<file path="config.mk">
export PLATFORM = sky130hd
export DESIGN_NAME = fetch_sequencer
export DESIGN_NICKNAME = d
export VERILOG_FILES = /design/src/rtl/fetch_sequencer.sv
export SDC_FILE = /design/constraint.sdc
export NUM_CORES = 1
export LEC_CHECK = 0
export ABC_AREA = 0
export CELL_PAD_IN_SITES_DETAIL_PLACEMENT = 0
export CELL_PAD_IN_SITES_GLOBAL_PLACEMENT = 1
export CORE_MARGIN = 1.5
export CORE_UTILIZATION = 27
export DETAILED_ROUTE_END_ITERATION = 6
export PLACE_DENSITY = 0.77
export SYNTH_ARGS = -nofsm -noshare
export SYNTH_HDL_FRONTEND = slang
export SYNTH_SLANG_ARGS = --single-unit
</file>
<file path="constraint.sdc">
create_clock -name CLK -period 1.8 [get_ports CLK]
set_input_delay 0.36 -clock CLK [delete_from_list [all_inputs] [get_ports CLK]]
set_output_delay 0.36 -clock CLK [all_outputs]
set_load 0.02 [all_outputs]
</file>
<file path="src/rtl/fetch_sequencer.sv">
// rtl/fetch_sequencer.sv - fetch/branch/halt sequencing FSM for the instruction_memory_pc path
//
// Purpose: decodes each fetched instruction and drives the PC update controls.
// Ordinary instructions are offered downstream over a valid/ready handshake.
// BR/BZ are resolved here by redirecting the PC. HALT stops fetching until reset.
//
// Ports:
//   CLK, reset        clock, asynchronous active-high reset
//   start             leave IDLE (ignored elsewhere)
//   instr             current instruction, opcode = instr[23:20], offset = instr[7:0]
//   zero_flag         zero result of last executed instruction
//   flag_valid        zero_flag covers every issued instruction
//   issue_ready       execute stage accepts this cycle
//   PCEn, PCSrc       PC write enable, 1 = PC + immediate / 0 = PC + 1
//   immediate         branch offset to PC adder (0 unless PCSrc)
//   issue_valid       issue_instr is offered downstream
//   issue_instr       offered instruction
//   halted            registered, high in HALT
//   issue_count       registered, saturating count of accepted instructions
//   branch_count      registered, saturating count of taken branches
module fetch_sequencer #(
    parameter logic [3:0] HALT_OP = 4'h7,
    parameter logic [3:0] BR_OP   = 4'h5,
    parameter logic [3:0] BZ_OP   = 4'h6,
    parameter int         CNT_W   = 16
) (
    input  logic             CLK,
    input  logic             reset,
    input  logic             start,
    input  logic [23:0]      instr,
    input  logic             zero_flag,
    input  logic             flag_valid,
    input  logic             issue_ready,
    output logic             PCEn,
    output logic             PCSrc,
    output logic [7:0]       immediate,
    output logic             issue_valid,
    output logic [23:0]      issue_instr,
    output logic             halted,
    output logic [CNT_W-1:0] issue_count,
    output logic [CNT_W-1:0] branch_count
);

    typedef enum logic [1:0] {
        IDLE = 2'd0,
        RUN  = 2'd1,
        HALT = 2'd2
    } state_t;

    state_t state;

    logic [3:0] opcode;
    logic       transfer;
    logic       taken;
    logic       halt_seen;

    assign opcode = instr[23:20];

    // Mealy decode: everything here is zero outside RUN so IDLE/HALT and an
    // asynchronous reset silence the PC controls immediately.
    always_comb begin
        PCEn        = 1'b0;
        PCSrc       = 1'b0;
        immediate   = 8'h00;
        issue_valid = 1'b0;
        issue_instr = 24'h000000;
        transfer    = 1'b0;
        taken       = 1'b0;
        halt_seen   = 1'b0;
        if (state == RUN) begin
            issue_instr = instr;
            if (opcode == HALT_OP) begin
                halt_seen = 1'b1;
            end else if (opcode == BR_OP) begin
                taken = 1'b1;
            end else if (opcode == BZ_OP) begin
                if (flag_valid) begin
                    if (zero_flag) begin
                        taken = 1'b1;
                    end else begin
                        PCEn = 1'b1;
                    end
                end
            end else begin
                issue_valid = 1'b1;
                transfer    = issue_ready;
                PCEn        = issue_ready;
            end
            if (taken) begin
                PCEn      = 1'b1;
                PCSrc     = 1'b1;
                immediate = instr[7:0];
            end
        end
    end

    always_ff @(posedge CLK or posedge reset) begin
        if (reset) begin
            state        <= IDLE;
            halted       <= 1'b0;
            issue_count  <= '0;
            branch_count <= '0;
        end else begin
            case (state)
                IDLE: begin
                    if (start) begin
                        state <= RUN;
                    end
                end
                RUN: begin
                    if (halt_seen) begin
                        state  <= HALT;
                        halted <= 1'b1;
                    end
                    if (transfer && (issue_count != {CNT_W{1'b1}})) begin
                        issue_count <= issue_count + 1'b1;
                    end
                    if (taken && (branch_count != {CNT_W{1'b1}})) begin
                        branch_count <= branch_count + 1'b1;
                    end
                end
                HALT: begin
                    state  <= HALT;
                    halted <= 1'b1;
                end
                default: begin
                    state <= IDLE;
                end
            endcase
        end
    end

endmodule

</file>
==> Flow_metrics.wiki, run 1 <==
{| class="wikitable"
! Metric !! Value
|-
| Final TNS setup || -2830 ps
|-
| Root buffer cell || sky130_fd_sc_hd__clkbuf_8
|-
| Detailed router's first-iteration violation count || 39
|-
| Fill count || 663
|-
| Reg2Reg Depth || 10
|-
| Vias in the first global route || 1,857
|-
| Rel. slew slack || 0.696
|-
| Final Hold Violating Endpoints || 0
|-
| Via count normalized by instance count || 4.54
|-
| Final net count || 382
|-
| Number of hold-repair buffers added at the cts stage || 0
|-
| Maximum number of pins on one net before global-route repair || 36
|-
| Static Leakage || 1.78 nW
|-
| Minimum clock period || 1950 ps
|-
| Violated checks || negative setup slack
|-
| Clock tree sinks || 35
|-
| Total DRC errors in the routed layout || 0
|-
| Flop and latch count out of synthesis || 35
|-
| Fin. max-slew vios || 0
|-
| Width of the die || 89.1 µm
|-
| Die Ht || 89.1 µm
|-
| Portion of the clock cycle consumed by the worst path in the final layout || 1.09
|-
| Synthesized area divided by synthesized cell count || 10.0 µm²
|-
| Power density normalized to cell area || 871 mW/mm²
|-
| Synthesized area || 0.00200 mm²
|-
| Cell count after synthesis || 199
|-
| TritonCTS buffer count || 5
|-
| Global-route usage over all layers || 0.145
|-
| Number of antenna violations at the first check in global routing || 0
|-
| Total of buffers placed on input and output ports || 97
|-
| Final Setup Violations || 35
|-
| CP Max Fanout || 6
|-
| Yosys warnings || 0
|-
| Worst VDD drop || 0.485 mV
|-
| Number of levels in the clock H-tree || 2
|-
| Clock transition time at the flip-flop clock pins of the worst setup and hold paths || 80 ps
|-
| Number of maximum-capacitance violations || 0
|-
| Data arrival at the endpoint of the critical path || 1590 ps
|-
| Endpoint kind of the worst setup timing path || output port
|-
| Total gr overflow || 0
|-
| Top-Level Pins || 98
|-
| Reg-to-reg endpoint || branch_count[3]
|-
| Sum of net half-perimeters after detailed placement || 4290 µm
|-
| Area of the core region || 0.00721 mm²
|-
| Initial standard-cell utilization of the core || 0.277
|-
| Clock network latency to the later pin of the worst-skew pair || 290 ps
|-
| Area Overhead vs Synth || 93.4%
|-
| Slew at the pin with the worst max-slew slack || 456 ps
|-
| First-pass GRT wire length || 8860 µm
|-
| Status || complete, but fails checks
|-
| Full die area || 0.00793 mm²
|-
| Net count after synthesis || 234
|-
| Yosys cell types || 34
|-
| Vias || 2,028
|-
| Average wire per standard cell || 13.9 µm
|-
| Fraction of the yosys area taken by sequential cells || 0.438
|-
| GPL Wtd Cong || 0.696
|-
| Leading cell type in the layout, fill and taps excluded || sky130_fd_sc_hd__clkdlybuf4s50_1
|-
| Aggregate routed wire length || 6220 µm
|-
| Setup slack, reg-to-reg || -90 ps
|-
| Setup repair after global routing missed its margin || yes
|-
| Number of nets with antenna violations after routing || 0
|-
| Launching element type of the critical path || flip-flop
|-
| Bufs on Longest Clock Path || 2
|-
| Commonest non-fill, non-tap cells in the layout || 51 x sky130_fd_sc_hd__clkdlybuf4s50_1, 41 x sky130_fd_sc_hd__buf_4, 40 x sky130_fd_sc_hd__buf_6
|-
| Critical path class || flip-flop to output port
|-
| Reg2reg start || state[1]
|-
| Core Util, Final || 0.536
|-
| Proportion of layout cells with a drive suffix above 1 || 0.434
|-
| CTS tree || built
|-
| Clock Skew || 6.32 ps
|-
| Maximum frequency from static timing analysis || 0.512 GHz
|-
| Data required, critical path || 1440 ps
|-
| Diode insertion count for antenna repair || 0
|-
| Smallest setup slack after layout || -154 ps
|-
| First-pass iteration count of the detailed router || 4
|-
| Std-Cell Rows || 31
|-
| Class of the tightest hold or removal check || input port to asynchronous set/reset pin
|}
## cells by family after synthesis
logic type,Yosys count,share of synthesized area
fa+ha+maj,5,0.0313
buf+inv,12,0.0257
compound gates,17,0.0738
flops,35,0.438
mux,3,0.0169
xor+xnor,26,0.114
simple gates,101,0.300
## power by group
| part | internal, W | total (W) | leakage (nW) | switching [W] |
|---|---|---|---|---|
| Sequential | 0.000876 | 0.000959 | 0.470 | 0.0000829 |
| Combinational | 0.00102 | 0.00183 | 1.27 | 0.000815 |
| Clock | 0.000269 | 0.000575 | 0.0402 | 0.000305 |
| Total | 0.00216 | 0.00337 | 1.78 | 0.00120 |
## synthesized netlist by cell type
library cell,number,area [µm²]
sky130_fd_sc_hd__a2111oi_4,1,27.5
sky130_fd_sc_hd__a211oi_2,1,12.5
sky130_fd_sc_hd__a21oi_1,4,20.0
sky130_fd_sc_hd__a221oi_2,1,15.0
sky130_fd_sc_hd__a31oi_1,1,6.26
sky130_fd_sc_hd__and2_1,36,225
sky130_fd_sc_hd__and3_1,6,37.5
sky130_fd_sc_hd__and4_1,3,26.3
sky130_fd_sc_hd__buf_2,1,5.00
sky130_fd_sc_hd__buf_4,1,7.51
sky130_fd_sc_hd__clkbuf_1,3,11.3
sky130_fd_sc_hd__clkbuf_2,1,5.00
sky130_fd_sc_hd__dfrtp_1,35,876
sky130_fd_sc_hd__ha_1,5,62.6
sky130_fd_sc_hd__inv_1,6,22.5
sky130_fd_sc_hd__mux2_2,3,33.8
sky130_fd_sc_hd__nand2_1,14,52.6
sky130_fd_sc_hd__nand2b_1,3,18.8
sky130_fd_sc_hd__nand3_1,10,50.1
sky130_fd_sc_hd__nand4_1,13,81.3
sky130_fd_sc_hd__nand4b_1,2,17.5
sky130_fd_sc_hd__nor2_1,5,18.8
sky130_fd_sc_hd__nor2b_1,3,18.8
sky130_fd_sc_hd__nor3_1,2,10.0
sky130_fd_sc_hd__nor3b_1,1,7.51
sky130_fd_sc_hd__nor3b_2,1,12.5
sky130_fd_sc_hd__nor4b_2,1,15.0
sky130_fd_sc_hd__o2111a_1,1,11.3
sky130_fd_sc_hd__o21a_1,4,30.0
sky130_fd_sc_hd__o21ai_0,2,10.0
sky130_fd_sc_hd__o21bai_1,2,15.0
sky130_fd_sc_hd__or2_4,1,8.76
sky130_fd_sc_hd__xnor2_1,20,175
sky130_fd_sc_hd__xor2_1,6,52.6
## routing by layer
metal | up-vias | share of wire | track usage
met3 | 9 | 0.087 | 0.0443
li1 | 975 | - | -
met2 | 79 | 0.48 | 0.246
met1 | 965 | 0.42 | 0.178
met4 | 0 | 0.014 | 0.0420
met5 | - | 0 | 0
## critical path, stage by stage (launching register included)
cell and delay [ps]:
sky130_fd_sc_hd__dfrtp_1 390, sky130_fd_sc_hd__inv_2 80, sky130_fd_sc_hd__ha_4 150, sky130_fd_sc_hd__nand2_4 60, sky130_fd_sc_hd__a211oi_4 220, sky130_fd_sc_hd__buf_6 160
sky130_fd_sc_hd__and2_2 150, sky130_fd_sc_hd__buf_6 110
## flip-flops by register name, summed over array words and instances (netlist names)
register / flops
branch_count: 16
halted: 1
state: 2
issue_count: 16
## layout make-up
| cell class | instances | area, µm² | area share |
|---|---|---|---|
| inverters | 6 | 22.5 | 0.00583 |
| multi-input cells | 152 | 1280 | 0.332 |
| repair buffers | 147 | 1470 | 0.380 |
| clock buffers | 5 | 68.8 | 0.0178 |
| flip-flops and latches | 35 | 878 | 0.227 |
| clock inverters | 3 | 20.0 | 0.00518 |
| well taps | 99 | 124 | 0.0320 |
## per-stage QoR
step / cells / hold slack [ps] / power, W / setup WS [ps] / area, µm²
finish: 447 / 469 / 0.00337 / -154 / 3870
global route: 447 / 498 / 0.00358 / -244 / 3870
CTS: 435 / 483 / 0.00299 / -185 / 3600
detailed placement: 421 / 465 / 0.00234 / -841 / 3330
global placement: 421 / 469 / 0.00232 / -804 / 3330
floorplan: 199 / 514 / 0.00163 / -9.75 / 2030
## how the worst max path moves through the flow
stage,startpoint,end,slack [ps],cells after the start
finish,state[1],immediate[5],-150,7
global route,state[1],immediate[2],-240,7
CTS,state[1],immediate[3],-190,7
detailed placement,instr[20],PCEn,-840,6
global placement,instr[20],PCEn,-800,6
floorplan,state[1],immediate[0],-10,7
## repair_timing
action	in CTS	in global routing
gates cloned	2	3
endpoints found under the setup margin	67	66
gates resized for setup	170	119
pin swaps	12	9
setup buffers	5	9
No activity file was read; power rests on OpenSTA's default activity.
==> run 2, diff against run 1 <==
Settings changed: CELL_PAD_IN_SITES_DETAIL_PLACEMENT 0 to not set, CELL_PAD_IN_SITES_GLOBAL_PLACEMENT 1 to not set, CORE_UTILIZATION 27 to 41, PLACE_DENSITY 0.77 to 0.81, SKIP_CTS_REPAIR_TIMING set to 1.
Clock period 1.8 ns to 2 ns, I/O delays scaled along.
==> Flow_metrics.wiki, run 2 (synthesis gave the netlist of run 1 again) <==
{| class="wikitable"
! Metric !! Value
|-
| Clock Skew || 8.10 ps (was 6.32 ps)
|-
| CTS tree || built (unchanged)
|-
| Total DRC errors in the routed layout || 0 (unchanged)
|-
| Worst Hold Margin || 493 ps (was 469 ps)
|-
| Setup repair after global routing missed its margin || yes (unchanged)
|-
| Proportion of layout cells with a drive suffix above 1 || 0.232 (was 0.434)
|-
| Number of maximum-capacitance violations || 0 (unchanged)
|-
| Leading cell type in the layout, fill and taps excluded || sky130_fd_sc_hd__clkdlybuf4s50_1 (unchanged)
|-
| Aggregate routed wire length || 5540 µm (was 6220 µm)
|-
| Full die area || 0.00530 mm² (was 0.00793 mm²)
|-
| Smallest setup slack after layout || -123 ps (was -154 ps)
|-
| Data arrival at the endpoint of the critical path || 1720 ps (was 1590 ps)
|-
| Post-Place Cells || 379 (was 421)
|-
| Rel. slew slack || 0.680 (was 0.696)
|-
| Clock network latency to the later pin of the worst-skew pair || 280 ps (was 290 ps)
|-
| TritonCTS buffer count || 5 (unchanged)
|-
| Top Family by Delay on Critical Path || buffers and inverters (was flip-flops)
|-
| Diode insertion count for antenna repair || 0 (unchanged)
|-
| Minimum clock period || 2120 ps
|-
| Worst VDD drop || 0.448 mV (was 0.485 mV)
|-
| Fin. max-slew vios || 0 (unchanged)
|-
| Launching element type of the critical path || input port (was flip-flop)
|-
| Initial standard-cell utilization of the core || 0.423 (was 0.277)
|-
| Met3 Routed Length || 397 µm (was 539 µm)
|-
| First-pass GRT wire length || 8270 µm (was 8860 µm)
|-
| GPL Wtd Cong || 0.766 (was 0.696)
|-
| Vias in the first global route || 1,810 (was 1,857)
|-
| Status || complete, but fails checks (unchanged)
|-
| Longest individual stage delay on the worst path || 450 ps (was 390 ps)
|-
| Number of antenna violations at the first check in global routing || 0 (unchanged)
|-
| Total gr overflow || 0 (unchanged)
|-
| Number of nets with antenna violations after routing || 0 (unchanged)
|-
| Power density normalized to cell area || 771 mW/mm² (was 871 mW/mm²)
|-
| Detailed router's first-iteration violation count || 48 (was 39)
|-
| Area Overhead vs Synth || 76.9% (was 93.4%)
|-
| Cell with the largest stage delay on the worst path || sky130_fd_sc_hd__clkdlybuf4s50_1 (was sky130_fd_sc_hd__dfrtp_1)
|-
| Die Ht || 72.8 µm (was 89.1 µm)
|-
| Fill count || 338 (was 663)
|-
| Width of the die || 72.8 µm (was 89.1 µm)
|-
| Maximum frequency from static timing analysis || 0.471 GHz
|-
| Root buffer cell || sky130_fd_sc_hd__clkbuf_8 (unchanged)
|-
| Critical path class || input port to output port (was flip-flop to output port)
|-
| Series of cell instances along the critical path || clkdlybuf4s50_1 -> buf_4 -> a211oi_2 -> buf_4 -> buf_6 -> and2_4 -> buf_6 (was inv_2 -> ha_4 -> nand2_4 -> a211oi_4 -> buf_6 -> and2_2 -> buf_6)
|-
| Max Used Layer || met4 (unchanged)
|-
| Area of the core region || 0.00472 mm² (was 0.00721 mm²)
|-
| Total of buffers placed on input and output ports || 97 (unchanged)
|-
| Core Util, Final || 0.749 (was 0.536)
|-
| Final cell count without fillers || 395 (was 447)
|-
| Final Setup Violations || 10 (was 35)
|-
| Top-Level Pins || 98 (unchanged)
|-
| Vias || 1,952 (was 2,028)
|-
| Met1 wire length || 2310 µm (was 2640 µm)
|-
| Std-Cell Rows || 25 (was 31)
|-
| Final TNS setup || -834 ps (was -2830 ps)
|-
| Clock tree sinks || 35 (unchanged)
|-
| Bufs on Longest Clock Path || 2 (unchanged)
|-
| Number of levels in the clock H-tree || 2 (unchanged)
|-
| Crit path buffers/inverters || 5 (was 3)
|-
| Via count normalized by instance count || 4.94 (was 4.54)
|-
| First-pass iteration count of the detailed router || 4 (unchanged)
|-
| Detail Route met2 WL || 2750 µm (was 2960 µm)
|-
| Endpoint kind of the worst setup timing path || output port (unchanged)
|-
| Final Hold Violating Endpoints || 0 (unchanged)
|-
| Violated checks || negative setup slack (unchanged)
|-
| Clock transition time at the flip-flop clock pins of the worst setup and hold paths || 70 ps (was 80 ps)
|-
| Portion of the clock cycle consumed by the worst path in the final layout || 1.06
|-
| CP Max Fanout || 5 (was 6)
|-
| Global-route usage over all layers || 0.196 (was 0.145)
|-
| Slew at the pin with the worst max-slew slack || 477 ps (was 456 ps)
|-
| Data required, critical path || 1600 ps (was 1440 ps)
|-
| Maximum number of pins on one net before global-route repair || 36 (unchanged)
|-
| Sum of net half-perimeters after detailed placement || 3870 µm (was 4290 µm)
|-
| Commonest non-fill, non-tap cells in the layout || 57 x sky130_fd_sc_hd__clkdlybuf4s50_1, 34 x sky130_fd_sc_hd__dfrtp_1, 29 x sky130_fd_sc_hd__dlymetal6s2s_1 (was 51 x sky130_fd_sc_hd__clkdlybuf4s50_1, 41 x sky130_fd_sc_hd__buf_4, 40 x sky130_fd_sc_hd__buf_6)
|-
| Final net count || 362 (was 382)
|-
| Static Leakage || 1.95 nW (was 1.78 nW)
|-
| Registers with the most flip-flops || branch_count: 16 flops, issue_count: 16 flops, state: 2 flops (unchanged)
|-
| Class of the tightest hold or removal check || flip-flop to flip-flop (was input port to asynchronous set/reset pin)
|-
| Average wire per standard cell || 14.0 µm (was 13.9 µm)
|-
| Pre-CTS setup slack || -610 ps (was -841 ps)
|}
run 2: changes by cell type in the layout (fill, tap and decap cells not counted), sizes merged:
cell	previous run	this run
bufbuf	1	0
buf	83	39
clkbuf	8	7
dlymetal6s2s	4	29
o21a	4	5
clkinvlp	2	0
bufinv	0	1
dlygate4sd2	5	0
clkdlybuf4s50	51	57
run 2: stage by stage:
| step | total power (W) | cell area, µm² |
|---|---|---|
| finish | 0.00273 | 3540 |
| global route | 0.00289 | 3540 |
| CTS | 0.00270 | 3310 |
| detailed placement | 0.00203 | 3190 |
| global placement | 0.00201 | 3190 |
| floorplan | 0.00146 | 2000 |
run 2: layout make-up:
type,count,area (µm²),area share
Timing Repair Buffer,126,1290,0.364
Inverter,6,22.5,0.00637
Multi-Input combinational cell,153,1150,0.325
Clock inverter,2,35.0,0.00990
Tap cell,67,83.8,0.0237
Clock buffer,6,82.6,0.0233
Sequential cell,35,877,0.248
run 2: report_power, final:
part | switching, W | internal (W)
clock | 0.000254 | 0.000403
combinational | 0.000593 | 0.000600
sequential | 0.0000883 | 0.000787
total | 0.000936 | 0.00179
run 2: routing by layer:
layer  vias to the layer above  track usage
li1                        942            -
met1                       927        0.246
met2                        76        0.330
met3                         7       0.0525
met4                         0       0.0629
met5                         -            0
run 2: final timing paths:
| check | startpoint | end | slack [ps] | cells past startpoint |
|---|---|---|---|---|
| setup / recovery | instr[23] | immediate[2] | -120 | 7 |
| hold / removal | halted | halted | 490 | 1 |
| setup reg to reg | state[1] | branch_count[14] | -10 | 10 |
| hold reg to reg | halted | halted | 490 | 1 |
| max in group asynchronous | reset | issue_count[1] | 1150 | 3 |
| min in group asynchronous | reset | branch_count[5] | 510 | 3 |
